[src/rtl/pipe_hazard_ctrl.sv]
// Stall/flush sequencer for the 5-stage pipeline. It handles load-use bubbles,
// data-memory wait freezes, branch flushes, debug single-step and halt.
module pipe_hazard_ctrl #(
  parameter int W           = 5,
  parameter int MEM_TIMEOUT = 15
) (
  input  logic         clk,
  input  logic         reset,
  input  logic         run_mode,
  input  logic         step_req,
  input  logic [W-1:0] id_rs,
  input  logic [W-1:0] id_rt,
  input  logic         branch_taken,
  input  logic         ex_mem_read,
  input  logic [W-1:0] ex_rt,
  input  logic         mem_rd,
  input  logic         mem_wr,
  input  logic         dmem_ready,
  input  logic         halt_in,
  output logic         pc_ena,
  output logic         ifid_ena,
  output logic         idex_ena,
  output logic         exmem_ena,
  output logic         memwb_ena,
  output logic         ifid_flush,
  output logic         idex_bubble,
  output logic         memwb_bubble,
  output logic         halted,
  output logic         timeout_err,
  output logic [2:0]   state,
  output logic [15:0]  stall_count
);

  localparam logic [2:0] S_RUN       = 3'd0;
  localparam logic [2:0] S_STEP_IDLE = 3'd1;
  localparam logic [2:0] S_MEM_WAIT  = 3'd2;
  localparam logic [2:0] S_HALT      = 3'd3;
  localparam logic [7:0] TIMEOUT_CNT = 8'(MEM_TIMEOUT);

  logic [2:0]  state_reg, state_next;
  logic [7:0]  wait_cnt_reg, wait_cnt_next;
  logic        step_prev_reg;
  logic        halted_reg;
  logic        timeout_err_reg, timeout_err_next;
  logic [15:0] stall_cnt_reg;

  logic step_edge, advance, in_wait, mem_busy, load_use, freeze, go, stall_event;

  assign step_edge = step_req & ~step_prev_reg;
  assign advance   = (state_reg == S_RUN) | ((state_reg == S_STEP_IDLE) & step_edge);
  assign in_wait   = (state_reg == S_MEM_WAIT);
  assign mem_busy  = (mem_rd | mem_wr) & ~dmem_ready;
  assign load_use  = ex_mem_read & (ex_rt != '0) & ((ex_rt == id_rs) | (ex_rt == id_rt));
  // A pending memory access masks load-use and branch handling entirely.
  assign freeze    = (advance & mem_busy) | (in_wait & ~dmem_ready);
  assign go        = advance | (in_wait & dmem_ready);

  always_ff @(posedge clk) begin
    if (reset) begin
      state_reg       <= S_RUN;
      wait_cnt_reg    <= 8'd0;
      step_prev_reg   <= 1'b0;
      halted_reg      <= 1'b0;
      timeout_err_reg <= 1'b0;
      stall_cnt_reg   <= 16'd0;
    end else begin
      state_reg       <= state_next;
      wait_cnt_reg    <= wait_cnt_next;
      step_prev_reg   <= step_req;
      halted_reg      <= (state_next == S_HALT);
      timeout_err_reg <= timeout_err_next;
      if (stall_event && (stall_cnt_reg != 16'hFFFF))
        stall_cnt_reg <= stall_cnt_reg + 16'd1;
    end
  end

  always_comb begin
    state_next       = state_reg;
    wait_cnt_next    = wait_cnt_reg;
    timeout_err_next = timeout_err_reg;
    case (state_reg)
      S_RUN: begin
        if (mem_busy) begin
          state_next    = S_MEM_WAIT;
          wait_cnt_next = 8'd1;
        end else if (!run_mode) begin
          state_next = S_STEP_IDLE;
        end
      end
      S_STEP_IDLE: begin
        if (step_edge && mem_busy) begin
          state_next    = S_MEM_WAIT;
          wait_cnt_next = 8'd1;
        end else if (run_mode) begin
          state_next = S_RUN;
        end
      end
      S_MEM_WAIT: begin
        if (!dmem_ready) begin
          if (wait_cnt_reg >= TIMEOUT_CNT) begin
            state_next       = S_HALT;
            timeout_err_next = 1'b1;
          end else begin
            wait_cnt_next = wait_cnt_reg + 8'd1;
          end
        end else begin
          state_next    = run_mode ? S_RUN : S_STEP_IDLE;
          wait_cnt_next = 8'd0;
        end
      end
      S_HALT:  state_next = S_HALT;
      default: state_next = S_RUN;
    endcase
    // Halt is only accepted when MEM/WB captures a real (non-bubble) instruction.
    if (halt_in && memwb_ena && !memwb_bubble)
      state_next = S_HALT;
  end

  always_comb begin
    pc_ena       = 1'b0;
    ifid_ena     = 1'b0;
    idex_ena     = 1'b0;
    exmem_ena    = 1'b0;
    memwb_ena    = 1'b0;
    ifid_flush   = 1'b0;
    idex_bubble  = 1'b0;
    memwb_bubble = 1'b0;
    if (!reset) begin
      if (freeze) begin
        memwb_ena    = 1'b1;
        memwb_bubble = 1'b1;
      end else if (go) begin
        idex_ena  = 1'b1;
        exmem_ena = 1'b1;
        memwb_ena = 1'b1;
        if (load_use) begin
          idex_bubble = 1'b1;
        end else begin
          pc_ena     = 1'b1;
          ifid_ena   = 1'b1;
          ifid_flush = branch_taken;
        end
      end
    end
  end

  assign stall_event = ((state_reg == S_RUN) | in_wait) & ~pc_ena;
  assign state       = state_reg;
  assign halted      = halted_reg;
  assign timeout_err = timeout_err_reg;
  assign stall_count = stall_cnt_reg;

endmodule

[config.mk]
export PLATFORM = sky130hd
export DESIGN_NAME = pipe_hazard_ctrl
export DESIGN_NICKNAME = d
export VERILOG_FILES = /design/src/rtl/pipe_hazard_ctrl.sv
export SDC_FILE = /design/constraint.sdc
export NUM_CORES = 1
export LEC_CHECK = 0
export CELL_PAD_IN_SITES_DETAIL_PLACEMENT = 1
export CELL_PAD_IN_SITES_GLOBAL_PLACEMENT = 2
export CORE_MARGIN = 4
export CORE_UTILIZATION = 28
export CTS_CLUSTER_DIAMETER = 40
export DETAILED_ROUTE_END_ITERATION = 8
export HOLD_SLACK_MARGIN = 0.02
export PLACE_DENSITY = 0.87
export RECOVER_POWER = 100
export REMOVE_ABC_BUFFERS = 1
export SLEW_MARGIN = 20
export SYNTH_ARGS = -nofsm -noshare
export SYNTH_HDL_FRONTEND = slang
export SYNTH_SLANG_ARGS = --single-unit
[constraint.sdc]
create_clock -name clk -period 3.8 [get_ports clk]
set_input_delay 0.76 -clock clk [delete_from_list [all_inputs] [get_ports clk]]
set_output_delay 0.76 -clock clk [all_outputs]
set_load 0.02 [all_outputs]
### Word-level counts from Yosys, hierarchy flattened

Index checks and enable logic that the tools add are counted.

| operators by class | value |
|---|---|
| equality and inequality tests | 10 |
| reductions and logical operators | 10 |
| mux-type cells | 33 |
| bitwise operators | 18 |
| order comparisons | 1 |
| $add $sub $neg | 2 |

Operators by type and width:

| kind | count |
|---|---|
| $mux 8 | 4 |
| $pmux 8 s3 | 1 |
| $mux 3 | 7 |
| $mux 1 | 20 |
| $add 16x1->16 const B | 1 |
| $ne 16x16->1 const B | 1 |
| $pmux 3 s4 | 1 |
| $eq 5x5->1 | 2 |
| $and 1x1->1 | 9 |
| $eq 3x2->1 const B | 3 |
| $add 8x1->8 const B | 1 |
| $ge 8x4->1 const B | 1 |
| $or 1x1->1 | 6 |
| $reduce_bool 5->1 | 1 |
| $logic_and 1x1->1 | 4 |
| $reduce_and 4->1 | 1 |
| $eq 3x1->1 const B | 1 |
| $logic_not 3->1 | 1 |
| $ne 3x3->1 const B | 1 |
| $not 1->1 | 3 |
| $reduce_and 3->1 | 1 |
| $reduce_bool 3->1 | 1 |
| $ne 2x1->1 const B | 1 |
| $ne 2x2->1 const B | 1 |
| $logic_not 1->1 | 1 |

| word-level totals | value |
|---|---|
| bits of input ports | 25 |
| output and inout port bits | 29 |
| register bits after elaboration | 30 |
| logic and storage cells | 80 |

### Depth between registers and ports, before layout

Gate-level depths: netlist of run 1.

| depth | value |
|---|---|
| word-level depth | 12 |
| mapped depth | 9 |
| gate-level depth less buffers | 7 |

### Least setup slack after synthesis of run 1

OpenSTA, ideal clock, no wires.

| path | value |
|---|---|
| path type | input port to output port |
| start point | in step_req |
| end point | out ifid_flush |
| buffers on the path | 0 |
| data arrival time | 2442 ps |
| stages | 5 |
| path slack | 598 ps |
| required time | 3040 ps |
| path through | or3b_4 > a211oi_4 > nand3_2 > a21oi_1 > and2_1 |

| on the way | value |
|---|---|
| cells in the longest elaborated chain, start to end | 7 |
| elaborated cells between the ends (all ways) | 9 |
| those cells by class | 3 x mux; 6 x bitwise |

Ends and longest elaborated chain:

| element | line | RTL |
|---|---|---|
| from (decl) | 10 | `input logic step_req,` |
| $and 1x1->1 * | 49 | `assign step_edge = step_req & ~step_prev_reg;` |
| $and 1x1->1 * | 50 | `assign advance = (state_reg == S_RUN) \| ((state_reg == S_STEP_IDLE) & step_edge);` |
| $or 1x1->1 * | 50 |  |
| $or 1x1->1 / $and 1x1->1 (equally long branches) | 56, 55 |  |
| $mux 1 / $or 1x1->1 (equally long branches) | 132, 55 |  |
| $mux 1 * | 129 | `if (freeze) begin` |
| $mux 1 * | 128 | `if (!reset) begin` |
| to (decl) | 25 | `output logic ifid_flush,` |

Every way passes the cells marked *; elsewhere a longest branch is shown, timed or not.

### Worst setup path after layout of run 1

| path | value |
|---|---|
| start point | in step_req |
| end point | out memwb_bubble |

| on the way | value |
|---|---|
| cells in the longest elaborated chain, start to end | 7 |

Ends and longest elaborated chain:

| element | line | RTL |
|---|---|---|
| $and 1x1->1 | 49 |  |
| $and 1x1->1 | 50 |  |
| $or 1x1->1 | 50 |  |
| $and 1x1->1 | 55 | `assign freeze = (advance & mem_busy) \| (in_wait & ~dmem_ready);` |
| $or 1x1->1 | 55 |  |
| $mux 1 | 129 |  |
| $mux 1 | 128 |  |
| to (decl) | 27 | `output logic memwb_bubble,` |

Every way passes these cells.

==> out/summary.md, run 1 <==
For the residual DRC count, the log shows 0. Yosys printed 0 warnings. The maximum number of pins on one net before global-route repair is 31, and the clock transition time at the flip-flop clock pins of the worst setup and hold paths is 0.06 ns. Initial core utilization: 29.3%.

The run gives 670 as the count of fill cells added during filler insertion. Cell type with the highest aggregate area in the netlist: sky130_fd_sc_hd__dfxtp_1. The path class of the tightest hold or removal check is register to register. The number of flops mapped to enable cells by yosys is 0, and the DRC marker count from the first detailed-route iteration is 43. After clock tree synthesis, the flow added hold-fix buffers numbering 0. Pin placement for this block handled 54 I/O pins. In this run the cell area measured after placement is 2250 um^2. The final layout contains routed wiring with a total length of 4610 um. The synthesis-to-layout area growth came out at 42.8%.

The worst hold path passes through 2 cells. The critical path is of the primary input to output pin type. In this run, CTS created clock tree buffers numbering 5. Once detail routing completed, the nets flagged for antenna violations numbered 0. The via density per instance came out at 5.14. In this run the mean area of a mapped cell was 8.43 um^2. In this run the tool buffered the top-level ports with 53 buffer cells. The number of pins exceeding their max-slew limit in the final report was 0; the post-synthesis cell type count was 47. The initial antenna violation count was 0.

The run gives 2.92 ns as the endpoint arrival time on the critical path. Dividing the detail-routed wire length by the instance count gives 14.2 um. For this run, the register share of the synthesized area comes to 36.5%. The first global-routing pass estimated 7890 um of wire.

The top flip-flop cell by instance count after synthesis was sky130_fd_sc_hd__dfxtp_1. The top cell type by area accounts for 36.5% of the synthesized area. For the data required time at the worst endpoint, the log shows 3.04 ns. Counting flops and latches in the post-synthesis netlist gives 30.

The via count of the first global-routing pass was 1,625; the number of hold violations in the final report was 0. Across the routed clock network, the largest skew measured is 0.00479 ns. The slew at the pin closest to its max-slew limit was 1.12 ns; the post-synthesis cell count was 195. For this design, the sink count on the clock tree is 30. The area of the core region was 5610 um^2; the share of the clock period used by the worst path after layout was 96.9%. The logs give 0.28 ns for the insertion delay to the later sink of the worst-skew pair and 0.174 mV for the maximum ir drop on the vdd rail. The number of rows created at floorplan is 27, and the count of inserted antenna diode cells is 0. For the final routed database, the setup TNS stands at 0 ns. Master cell of the clock root buffer: sky130_fd_sc_hd__clkbuf_8. Derived from the worst setup path, the maximum achievable clock frequency is 272 MHz. The nature of the critical path endpoint was an output pin.

For the via count, the log shows 1,665. The tool flagged a number of max-cap violations equal to 0. STA classifies the critical path startpoint as a primary input. H-tree depth reported by CTS: 2. Largest fanout on the critical path: 3. The final global-route overflow total is 0, and the die boundary height is 84.6 um. The clock passes through at most 2 buffers. Number of optimization iterations in the first detailed-route pass: 4. On the final layout, the worst hold slack is 0.465 ns.

The number of flip-flops in the largest register came out at 16. The all-layer global routing usage is 13.3%, and the area of the mapped netlist is 1640 um^2. The area taken by flip-flops and latches was 601 um^2.

Summing all non-filler instances in the final layout gives an area of 2350 um^2. Floorplan die area: 7160 um^2. Ranked by total cell area, the synthesized netlist is headed by sky130_fd_sc_hd__dfxtp_1 (37%), sky130_fd_sc_hd__a21oi_1 (6.4%), sky130_fd_sc_hd__xnor2_1 (5.3%). The flow ran to the end, and the final reports show no timing, DRC or antenna violations. The die width was 84.6 um.

For this run, the post-layout net count is 279. The worst path in the final design needs a cycle of 3.68 ns, including I/O delays and setup. The power per cell area is 334 nW/um^2.

The proportion of register bits with asynchronous set or reset after synthesis works out to 0%. Worst-case reg-to-reg path depth: 8. The run gives 953 um^2 as the area occupied by multi-input gates. Once detailed placement completed, the half-perimeter wirelength came to 3430 um. For the weighted congestion at the end of routability-driven global placement, the log shows 0.774.

Setup repair after global routing left no endpoint under its margin. The analysis attributes to cell leakage a power of 0.000842 uW. The post-route netlist has 8.73% of its cells at a drive strength greater than 1. TritonCTS built the clock tree.

Headroom to the max-slew limit came out at 25.3%. Setup violations remaining at the end of the flow were counted as 0.
-- cells in the final DEF, fill, tap and decap left out, types with 5 or more instances in the layout --
| master | synthesis | layout |
|---|---|---|
| sky130_fd_sc_hd__dfxtp_1 | 30 | 30 |
| sky130_fd_sc_hd__or3_1 | 7 | 7 |
| sky130_fd_sc_hd__inv_1 | 5 | 5 |
| sky130_fd_sc_hd__o31ai_1 | 7 | 7 |
| sky130_fd_sc_hd__nand3_1 | 10 | 10 |
| sky130_fd_sc_hd__o21ai_1 | 9 | 6 |
| sky130_fd_sc_hd__nor2_1 | 9 | 9 |
| sky130_fd_sc_hd__or4_1 | 9 | 9 |
| sky130_fd_sc_hd__clkbuf_8 | 0 | 6 |
| sky130_fd_sc_hd__dlygate4sd3_1 | 0 | 27 |
| sky130_fd_sc_hd__clkdlybuf4s50_1 | 0 | 25 |
| sky130_fd_sc_hd__xnor2_1 | 10 | 10 |
| sky130_fd_sc_hd__a21oi_1 | 21 | 20 |
| sky130_fd_sc_hd__buf_4 | 2 | 6 |
| sky130_fd_sc_hd__nand2_1 | 13 | 13 |
| sky130_fd_sc_hd__o21ai_0 | 4 | 7 |
-- stage by stage --
| step | setup slack, ns | std cells | util (%) | total power (uW) |
|---|---|---|---|---|
| floorplan | 0.325 | 185 | - | 398 |
| global placement | 0.0789 | 317 | 40.1 | 468 |
| detailed placement | 0.0398 | 317 | 40.1 | 470 |
| CTS | 0.0283 | 324 | 42.1 | 805 |
| global route | 0.0512 | 324 | 41.9 | 824 |
| finish | 0.119 | 324 | 41.9 | 784 |
-- worst max-delay path, stage by stage --
cell and delay, ns:
sky130_fd_sc_hd__clkdlybuf4s50_1 0.49, sky130_fd_sc_hd__or3b_4 0.41, sky130_fd_sc_hd__nand2_1 0.09, sky130_fd_sc_hd__or4b_1 0.45, sky130_fd_sc_hd__nor2_1 0.10, sky130_fd_sc_hd__clkdlybuf4s50_1 0.62
-- Yosys cell counts, drive strengths merged, types with 2 or more instances --
master	instances
dfxtp	30
a21oi	24
nand2	13
o21ai	13
nand3	11
xnor2	10
nor2	9
or4	9
o31ai	7
or3	7
and2	5
buf	5
clkbuf	5
inv	5
nor3	4
nand2b	3
nand4	3
nor2b	3
a31oi	2
ha	2
o21a	2
o22ai	2
or2	2
or3b	2
or4b	2
-- power breakdown --
part           switching [uW]  internal, uW  leakage [uW]
Combinational            62.2          63.4      0.000541
Clock                     118           210     0.0000573
Sequential               9.74           321      0.000243
-- final timing paths --
| check | startpoint | slack (ns) | to |
|---|---|---|---|
| max reg2reg | stall_count[0]$_SDFFE_PP0P_ | 0.87 | stall_count[7]$_SDFFE_PP0P_ |
| min | timeout_err$_SDFFE_PP0P_ | 0.46 | timeout_err$_SDFFE_PP0P_ |
| max | step_req | 0.12 | memwb_bubble |
| min reg2reg | timeout_err$_SDFFE_PP0P_ | 0.46 | timeout_err$_SDFFE_PP0P_ |
-- kinds of logic after synthesis --
family                     Yosys count  synth area share [%]
and+or+nand+nor                     79                  27.9
muxes                                1                 0.609
AOI/OAI and AO/OA                   56                  21.9
DFF                                 30                  36.5
xor gates and xnor gates            11                  5.86
other                                1                 0.228
buffers and inverters               15                  5.40
adders and majority gates            2                  1.52
-- repair_timing --
| item | in CTS | in global routing |
|---|---|---|
| setup endpoints to repair | 0 | 1 |
| gates resized for setup | 0 | 2 |
| buffers inserted | 0 | 0 |
-- metal layers --
| layer | vias to the layer above | global-route usage (%) | share of wire [%] |
|---|---|---|---|
| li1 | 828 | - | - |
| met1 | 781 | 18.4 | 50 |
| met2 | 51 | 19.8 | 42 |
| met3 | 5 | 3.93 | 5.7 |
| met4 | 0 | 3.88 | 1.4 |
| met5 | - | 0 | 0 |
-- final cells by class --
| cell class | count | area share, % |
|---|---|---|
| tap | 72 | 3.84 |
| clock inverter | 1 | 1.28 |
| timing repair buffer | 60 | 24.4 |
| clock buffer | 6 | 3.52 |
| inverter | 5 | 0.799 |
| sequential | 30 | 25.6 |
| multi-input combinational | 150 | 40.6 |
No activity file was read; power rests on OpenSTA's default activity.
==> run 2: changes to the inputs <==
SKIP_CTS_REPAIR_TIMING = 1   (was default)
==> results of run 2 <==
No change in the layout: final DEF, timing and power equal those of run 1.
